==> src/rtl/hazard_unit_pkg.sv <==
// Shared processor encodings: sequencer states, PC select and forwarding selects.
// Latency: none (constants only); backpressure: none.
package hazard_unit_pkg;

    localparam logic [1:0] ST_RUN        = 2'd0;
    localparam logic [1:0] ST_LDSTALL    = 2'd1;
    localparam logic [1:0] ST_HALT_DRAIN = 2'd2;
    localparam logic [1:0] ST_HALTED     = 2'd3;

    localparam logic [1:0] PC_SEQ = 2'd0;
    localparam logic [1:0] PC_JMP = 2'd1;
    localparam logic [1:0] PC_RET = 2'd2;
    localparam logic [1:0] PC_BR  = 2'd3;

    localparam logic [1:0] FWD_REGF = 2'd0;
    localparam logic [1:0] FWD_MEM  = 2'd1;
    localparam logic [1:0] FWD_WB   = 2'd2;

    typedef logic [1:0] fwd_sel_t;

endpackage

==> src/rtl/hazard_unit_if.sv <==
// Pipeline-status inputs and stall/flush/forward controls of the hazard unit.
// master = pipeline/controller side, slave = hazard unit.
interface hazard_unit_if #(
    parameter int REG_AW = 3,
    parameter int CNT_W  = 16
);
    logic              start;
    logic [REG_AW-1:0] idRs1;
    logic [REG_AW-1:0] idRs2;
    logic              idUse1;
    logic              idUse2;
    logic              idHalt;
    logic [REG_AW-1:0] exRd;
    logic              exRegWr;
    logic              exLdm;
    logic [1:0]        exPcSel;
    logic [REG_AW-1:0] memRd;
    logic              memRegWr;
    logic [REG_AW-1:0] wbRd;
    logic              wbRegWr;

    logic              pcWriteEn;
    logic              ifIdWriteEn;
    logic              ifIdFlush;
    logic              idExFlush;
    logic              hazard;
    logic [1:0]        fwdA;
    logic [1:0]        fwdB;
    logic              done;
    logic [CNT_W-1:0]  stallCnt;

    modport master (
        output start, idRs1, idRs2, idUse1, idUse2, idHalt,
               exRd, exRegWr, exLdm, exPcSel, memRd, memRegWr, wbRd, wbRegWr,
        input  pcWriteEn, ifIdWriteEn, ifIdFlush, idExFlush, hazard,
               fwdA, fwdB, done, stallCnt
    );

    modport slave (
        input  start, idRs1, idRs2, idUse1, idUse2, idHalt,
               exRd, exRegWr, exLdm, exPcSel, memRd, memRegWr, wbRd, wbRegWr,
        output pcWriteEn, ifIdWriteEn, ifIdFlush, idExFlush, hazard,
               fwdA, fwdB, done, stallCnt
    );

endinterface

==> src/rtl/hazard_unit_fwd_unit.sv <==
// EX operand source select: MEM result beats WB result, else register file.
// Latency: combinational; backpressure: none.
module fwd_unit
    import hazard_unit_pkg::*;
#(
    parameter int REG_AW = 3
) (
    input  logic [REG_AW-1:0] exRs,
    input  logic [REG_AW-1:0] memRd,
    input  logic              memRegWr,
    input  logic [REG_AW-1:0] wbRd,
    input  logic              wbRegWr,
    output fwd_sel_t          fwd
);

    always_comb begin
        fwd = FWD_REGF;
        if (memRegWr && (memRd == exRs)) begin
            fwd = FWD_MEM;
        end else if (wbRegWr && (wbRd == exRs)) begin
            fwd = FWD_WB;
        end
    end

endmodule

==> src/rtl/hazard_unit.sv <==
// 5-stage pipeline sequencer: load-use/branch hazards, halt drain, forwarding, stall counter.
// Latency: Mealy controls in the same cycle; backpressure: stalls are generated here, none accepted.
module hazard_unit
    import hazard_unit_pkg::*;
#(
    parameter int REG_AW     = 3,
    parameter int LOAD_STALL = 1,
    parameter int DRAIN      = 3,
    parameter int CNT_W      = 16
) (
    input  logic         clk,
    input  logic         rst,
    hazard_unit_if.slave bus
);

    logic [1:0]        state;
    logic [2:0]        cnt;
    logic [CNT_W-1:0]  stallCnt;
    logic [REG_AW-1:0] exRs1;
    logic [REG_AW-1:0] exRs2;
    logic              branch;
    logic              loadUse;
    logic              pcWriteEn;
    logic              ifIdWriteEn;
    logic              ifIdFlush;
    logic              idExFlush;
    logic              hazard;
    logic              done;
    fwd_sel_t          fwdA;
    fwd_sel_t          fwdB;

    assign branch  = (bus.exPcSel != PC_SEQ);
    assign loadUse = bus.exLdm & bus.exRegWr &
                     ((bus.idUse1 & (bus.idRs1 == bus.exRd)) |
                      (bus.idUse2 & (bus.idRs2 == bus.exRd)));

    always_comb begin
        pcWriteEn   = 1'b1;
        ifIdWriteEn = 1'b1;
        ifIdFlush   = 1'b0;
        idExFlush   = 1'b0;
        hazard      = 1'b0;
        done        = 1'b0;
        case (state)
            ST_RUN: begin
                if (branch) begin
                    ifIdFlush = 1'b1;
                    idExFlush = 1'b1;
                    hazard    = 1'b1;
                end else if (loadUse) begin
                    pcWriteEn   = 1'b0;
                    ifIdWriteEn = 1'b0;
                    idExFlush   = 1'b1;
                    hazard      = 1'b1;
                end else if (bus.idHalt) begin
                    // the halt itself moves on to EX; only younger fetches die
                    pcWriteEn = 1'b0;
                    ifIdFlush = 1'b1;
                end
            end
            ST_LDSTALL: begin
                pcWriteEn   = 1'b0;
                ifIdWriteEn = 1'b0;
                idExFlush   = 1'b1;
                hazard      = 1'b1;
            end
            ST_HALT_DRAIN: begin
                pcWriteEn   = 1'b0;
                ifIdWriteEn = 1'b0;
                ifIdFlush   = 1'b1;
            end
            default: begin
                pcWriteEn   = 1'b0;
                ifIdWriteEn = 1'b0;
                ifIdFlush   = 1'b1;
                idExFlush   = 1'b1;
                hazard      = 1'b1;
                done        = 1'b1;
            end
        endcase
    end

    always_ff @(posedge clk) begin
        if (rst) begin
            state    <= ST_HALTED;
            cnt      <= 3'd0;
            stallCnt <= '0;
            exRs1    <= '0;
            exRs2    <= '0;
        end else begin
            // shadow of the ID/EX source fields; a bubble leaves the old values in place
            if (!idExFlush) begin
                exRs1 <= bus.idRs1;
                exRs2 <= bus.idRs2;
            end
            if (!pcWriteEn && ((state == ST_RUN) || (state == ST_LDSTALL)) && !(&stallCnt)) begin
                stallCnt <= stallCnt + 1'b1;
            end
            case (state)
                ST_RUN: begin
                    if (branch) begin
                        state <= ST_RUN;
                    end else if (loadUse) begin
                        if (LOAD_STALL > 1) begin
                            state <= ST_LDSTALL;
                            cnt   <= 3'(LOAD_STALL - 1);
                        end
                    end else if (bus.idHalt) begin
                        state <= ST_HALT_DRAIN;
                        cnt   <= 3'(DRAIN);
                    end
                end
                ST_LDSTALL: begin
                    cnt <= cnt - 3'd1;
                    if (cnt <= 3'd1) state <= ST_RUN;
                end
                ST_HALT_DRAIN: begin
                    cnt <= cnt - 3'd1;
                    if (cnt <= 3'd1) state <= ST_HALTED;
                end
                default: begin
                    if (bus.start) state <= ST_RUN;
                end
            endcase
        end
    end

    fwd_unit #(.REG_AW(REG_AW)) u_fwd_a (
        .exRs     (exRs1),
        .memRd    (bus.memRd),
        .memRegWr (bus.memRegWr),
        .wbRd     (bus.wbRd),
        .wbRegWr  (bus.wbRegWr),
        .fwd      (fwdA)
    );

    fwd_unit #(.REG_AW(REG_AW)) u_fwd_b (
        .exRs     (exRs2),
        .memRd    (bus.memRd),
        .memRegWr (bus.memRegWr),
        .wbRd     (bus.wbRd),
        .wbRegWr  (bus.wbRegWr),
        .fwd      (fwdB)
    );

    assign bus.pcWriteEn   = pcWriteEn;
    assign bus.ifIdWriteEn = ifIdWriteEn;
    assign bus.ifIdFlush   = ifIdFlush;
    assign bus.idExFlush   = idExFlush;
    assign bus.hazard      = hazard;
    assign bus.done        = done;
    assign bus.stallCnt    = stallCnt;
    assign bus.fwdA        = (state == ST_HALTED) ? FWD_REGF : fwdA;
    assign bus.fwdB        = (state == ST_HALTED) ? FWD_REGF : fwdB;

endmodule

==> src/flat_wrapper.sv <==
// flat-port wrapper written by rule: the top's interface ports become plain ports
module hazard_unit_flat import hazard_unit_pkg::*;
#(
    parameter int REG_AW     = 3,
    parameter int LOAD_STALL = 1,
    parameter int DRAIN      = 3,
    parameter int CNT_W      = 16
)
  (clk, rst, bus_start, bus_idRs1, bus_idRs2, bus_idUse1, bus_idUse2, bus_idHalt, bus_exRd, bus_exRegWr, bus_exLdm, bus_exPcSel, bus_memRd, bus_memRegWr, bus_wbRd, bus_wbRegWr, bus_pcWriteEn, bus_ifIdWriteEn, bus_ifIdFlush, bus_idExFlush, bus_hazard, bus_fwdA, bus_fwdB, bus_done, bus_stallCnt);
  hazard_unit_if #(.REG_AW(REG_AW), .CNT_W(CNT_W)) bus_i ();
  input  logic clk;
  input  logic rst;
  input wire logic [$bits(bus_i.start)-1:0] bus_start;
  input wire logic [$bits(bus_i.idRs1)-1:0] bus_idRs1;
  input wire logic [$bits(bus_i.idRs2)-1:0] bus_idRs2;
  input wire logic [$bits(bus_i.idUse1)-1:0] bus_idUse1;
  input wire logic [$bits(bus_i.idUse2)-1:0] bus_idUse2;
  input wire logic [$bits(bus_i.idHalt)-1:0] bus_idHalt;
  input wire logic [$bits(bus_i.exRd)-1:0] bus_exRd;
  input wire logic [$bits(bus_i.exRegWr)-1:0] bus_exRegWr;
  input wire logic [$bits(bus_i.exLdm)-1:0] bus_exLdm;
  input wire logic [$bits(bus_i.exPcSel)-1:0] bus_exPcSel;
  input wire logic [$bits(bus_i.memRd)-1:0] bus_memRd;
  input wire logic [$bits(bus_i.memRegWr)-1:0] bus_memRegWr;
  input wire logic [$bits(bus_i.wbRd)-1:0] bus_wbRd;
  input wire logic [$bits(bus_i.wbRegWr)-1:0] bus_wbRegWr;
  output wire logic [$bits(bus_i.pcWriteEn)-1:0] bus_pcWriteEn;
  output wire logic [$bits(bus_i.ifIdWriteEn)-1:0] bus_ifIdWriteEn;
  output wire logic [$bits(bus_i.ifIdFlush)-1:0] bus_ifIdFlush;
  output wire logic [$bits(bus_i.idExFlush)-1:0] bus_idExFlush;
  output wire logic [$bits(bus_i.hazard)-1:0] bus_hazard;
  output wire logic [$bits(bus_i.fwdA)-1:0] bus_fwdA;
  output wire logic [$bits(bus_i.fwdB)-1:0] bus_fwdB;
  output wire logic [$bits(bus_i.done)-1:0] bus_done;
  output wire logic [$bits(bus_i.stallCnt)-1:0] bus_stallCnt;
  assign bus_i.start = bus_start;
  assign bus_i.idRs1 = bus_idRs1;
  assign bus_i.idRs2 = bus_idRs2;
  assign bus_i.idUse1 = bus_idUse1;
  assign bus_i.idUse2 = bus_idUse2;
  assign bus_i.idHalt = bus_idHalt;
  assign bus_i.exRd = bus_exRd;
  assign bus_i.exRegWr = bus_exRegWr;
  assign bus_i.exLdm = bus_exLdm;
  assign bus_i.exPcSel = bus_exPcSel;
  assign bus_i.memRd = bus_memRd;
  assign bus_i.memRegWr = bus_memRegWr;
  assign bus_i.wbRd = bus_wbRd;
  assign bus_i.wbRegWr = bus_wbRegWr;
  assign bus_pcWriteEn = bus_i.pcWriteEn;
  assign bus_ifIdWriteEn = bus_i.ifIdWriteEn;
  assign bus_ifIdFlush = bus_i.ifIdFlush;
  assign bus_idExFlush = bus_i.idExFlush;
  assign bus_hazard = bus_i.hazard;
  assign bus_fwdA = bus_i.fwdA;
  assign bus_fwdB = bus_i.fwdB;
  assign bus_done = bus_i.done;
  assign bus_stallCnt = bus_i.stallCnt;
  hazard_unit #(.REG_AW(REG_AW), .LOAD_STALL(LOAD_STALL), .DRAIN(DRAIN), .CNT_W(CNT_W)) u_core (.clk(clk), .rst(rst), .bus(bus_i));
endmodule
==> config.mk <==
export PLATFORM = sky130hd
export DESIGN_NAME = hazard_unit_flat
export DESIGN_NICKNAME = d
export VERILOG_FILES = /design/src/rtl/hazard_unit_pkg.sv /design/src/rtl/hazard_unit_if.sv /design/src/rtl/hazard_unit_fwd_unit.sv /design/src/rtl/hazard_unit.sv /design/src/flat_wrapper.sv
export SDC_FILE = /design/constraint.sdc
export NUM_CORES = 1
export LEC_CHECK = 0
export ABC_AREA = 1
export CORE_UTILIZATION = 48
export CTS_CLUSTER_DIAMETER = 30
export DETAILED_ROUTE_END_ITERATION = 8
export PLACE_DENSITY = 0.8
export SYNTH_ARGS = -nofsm -noshare
export SYNTH_HDL_FRONTEND = slang
export SYNTH_SLANG_ARGS = --single-unit
==> constraint.sdc <==
create_clock -name clk -period 2.9 [get_ports clk]
set_input_delay 0.87 -clock clk [delete_from_list [all_inputs] [get_ports clk]]
set_output_delay 0.87 -clock clk [all_outputs]
set_load 0.01 [all_outputs]
==> results.py <==
metrics = {
    "global_routing": {
        "track_usage_pct": 23.66,
        "grt_pass1_vias": 1891,
        "grt_overflow": 0,
        "grt_max_degree": 21,
        "antenna_found_initial": 0,
        "grt_pass1_wl_um": 8010,
    },
    "worst_setup_path": {
        "crit_type": "in2out",
        "crit_path_start_kind": "primary input",
        "cp-end-kind": "output port",
        "worstPathArrival_ps": 1980,
        "ff2ff_path_depth": 12,
        "crit_end": "bus_pcWriteEn",
        "reg2reg_from": "u_core.bus.stallCnt[0]",
        "reg2reg_slack_ps": 870,
        "crit_start": "bus_idUse1",
        "required_ps": 2030,
        "critical_path_peak_fanout": 3,
        "r2r-end": "u_core.bus.stallCnt[0]",
    },
    "synth": {
        "synth-edff-count": 0,
        "synthesis.instances": 293,
        "ys_seq_area_share_pct": 28.18,
        "ys_async_sr_fraction_pct": 0,
        "syn_area_per_cell_um2": 6.546,
        "yosysTopAreaCellShare_pct": 28.18,
        "syn_nets": 327,
        "synthTopCellsByCount": "nand2_1 (82), nor2_1 (37), inv_1 (33)",
        "yosysTopAreaCell": "dfxtp_1",
        "synthTopCellsByArea": "dfxtp_1 (28%), nand2_1 (16%), nor2_1 (7.2%)",
        "synth_cell_types": 34,
        "syn_area_mm2": 0.001918,
        "synth.most_common_cell": "nand2_1",
        "synth_seq_cells": 27,
        "yosysWarningCount": 0,
        "synth_ff_type": "dfxtp_1",
    },
    "power": {
        "p_leak_nw": 1.142,
        "p_per_area_mw_per_mm2": 637.9,
        "max-vdd-ir-drop_v": 0.0003186,
        "total_power_w": 0.001677,
    },
    "clocking": {
        "clk_latency_ps": 270,
        "cts_tree": "built",
        "cts_buffers": 3,
        "clockRootBuffer": "clkbuf_8",
        "clk_path_buf_depth": 2,
        "clkTransAtPathRegs_ps": 90,
        "htreeDepth": 1,
        "cts.sinks": 27,
        "holdBufCountCts": 0,
    },
    "timing": {
        "rsz0062_at_grt": "true",
        "finalHoldViolCount": 0,
        "clock_skew_ps": 6.834,
        "relSlewSlack_pct": 79.46,
        "fmax_mhz": 350.3,
        "slew_viol_final": 0,
        "fin_crit_sh_pct": 98.43,
        "timing.final.crit_period_ps": 2855,
        "worst_pin_slew_ps": 307.7,
        "setup-violations-final": 0,
    },
    "detailed_routing": {
        "drt_iter0_markers": 93,
        "wl_per_cell_um": 11.80,
        "viasPerCell": 5.029,
        "post-route-drc-count": 0,
        "vias": 2052,
        "ant_nets": 0,
        "drt_wl_total_um": 4815,
        "detail_route.first_pass.iterations": 4,
    },
    "floorplan": {
        "die-area_mm2": 0.004253,
        "rows": 22,
        "fp.coreArea_mm2": 0.003744,
        "die_y_um": 65.22,
        "die_w_um": 65.22,
        "start_util_pct": 51.24,
        "ios": 53,
    },
    "place": {
        "place_inst": 402,
        "port_buffers": 52,
        "dp_hpwl_um": 3637,
        "place.gp.congestion": 0.9194,
    },
    "worst_hold_path": {
        "hp-start": "u_core.cnt[2]",
        "hp-class": "reg2reg",
    },
    "layout": {
        "seqCellArea_um2": 540.5,
        "antenna_cells": 0,
        "final_nets": 395,
        "drive_gt1_share_pct": 17.50,
        "multiInputGateArea_mm2": 0.001252,
        "syn_to_final_growth_pct": 37.05,
        "final_cells": 408,
        "fill_cells": 348,
    },
    "run": {
        "drv_cap": 0,
    },
    "run_status": {
        "status": "finished, final reports clean",
    },
}
[worst min-delay path by stage]
stage / end / depth (start not counted) / slack, ps
floorplan: u_core.cnt[2] / 2 / 450
CTS: u_core.cnt[2] / 2 / 480
detailed placement: u_core.cnt[2] / 2 / 470
global route: u_core.cnt[2] / 2 / 510
global placement: u_core.cnt[2] / 2 / 470
finish: u_core.cnt[2] / 2 / 480
[per-layer routing]
metal  share of wire (%)  wire (um)  vias up  GRT usage (%)
met5                   0          0        -              0
met4                 2.2        104        0          9.783
met3                 5.8        277       13          3.819
met2                  46       2203       58          40.46
met1                  46       2230      910          29.21
li1                    -          -     1071              -
[critical path, cell delays in order]
cell and delay [ps]:
clkdlybuf4s50_1 460, nand2_1 50, nor2_1 90, nand2_1 70, nand2_2 80, nand3_2 80
nand3_2 110, inv_2 40, buf_2 130
[registers in the layout (all words and copies together), names as in the netlist]
signal               flops
u_core.bus.stallCnt     16
u_core.cnt               3
u_core.exRs2             3
u_core.exRs1             3
u_core.state             2
[power by group]
group          total [W]  internal [W]  leakage, nW  switching, W
clock network   0.000205     0.0000982       0.0228      0.000107
registers       0.000531      0.000453        0.220     0.0000780
logic           0.000941      0.000395        0.899      0.000546
[timing repair]
item                       CTS  global route
buffers inserted             2             0
setup endpoints to repair    9             9
gates resized for setup     51            11
pin swaps                    5             3
[through the flow]
step	setup TNS [ps]	area, um2	utilization (%)	hold WS, ps	setup slack (ps)
after floorplan	0	1918	-	455.0	234.8
after global placement	-4139	2575	68.78	468.6	-521.7
after detailed placement	-4265	2575	68.78	470.8	-574.8
after CTS	0	2609	69.69	483.1	10.77
after global routing	-30.23	2629	70.22	507.7	-21.42
final	0	2629	70.22	479.6	45.49
[cell families after synthesis]
kind of cell	share of synthesized area [%]
AOI/OAI and AO/OA	12.98
xor gates and xnor gates	8.676
adders and majority gates	4.566
buffers and inverters	8.936
DFF	28.18
and+or+nand+nor	36.66
[layout make-up]
cell class              instances  area share [%]
repair buffers                 70           22.94
multi-input cells             225           47.64
well taps                      48           2.285
clock buffers                   4           1.713
inverters                      34           4.855
flip-flops and latches         27           20.56
[placed cells by master, fill, tap and decap left out, types with 5 or more instances in the layout]
master	instances
a21oi_2	12
nand2_1	80
dlygate4sd2_1	12
nand3_1	23
buf_4	18
clkdlybuf4s50_1	30
dfxtp_1	27
xnor2_1	12
ha_1	7
buf_2	8
inv_1	30
a21oi_1	11
nand3_2	5
nor2_1	36
xor2_1	7
Power figures use the tool's default switching activity.
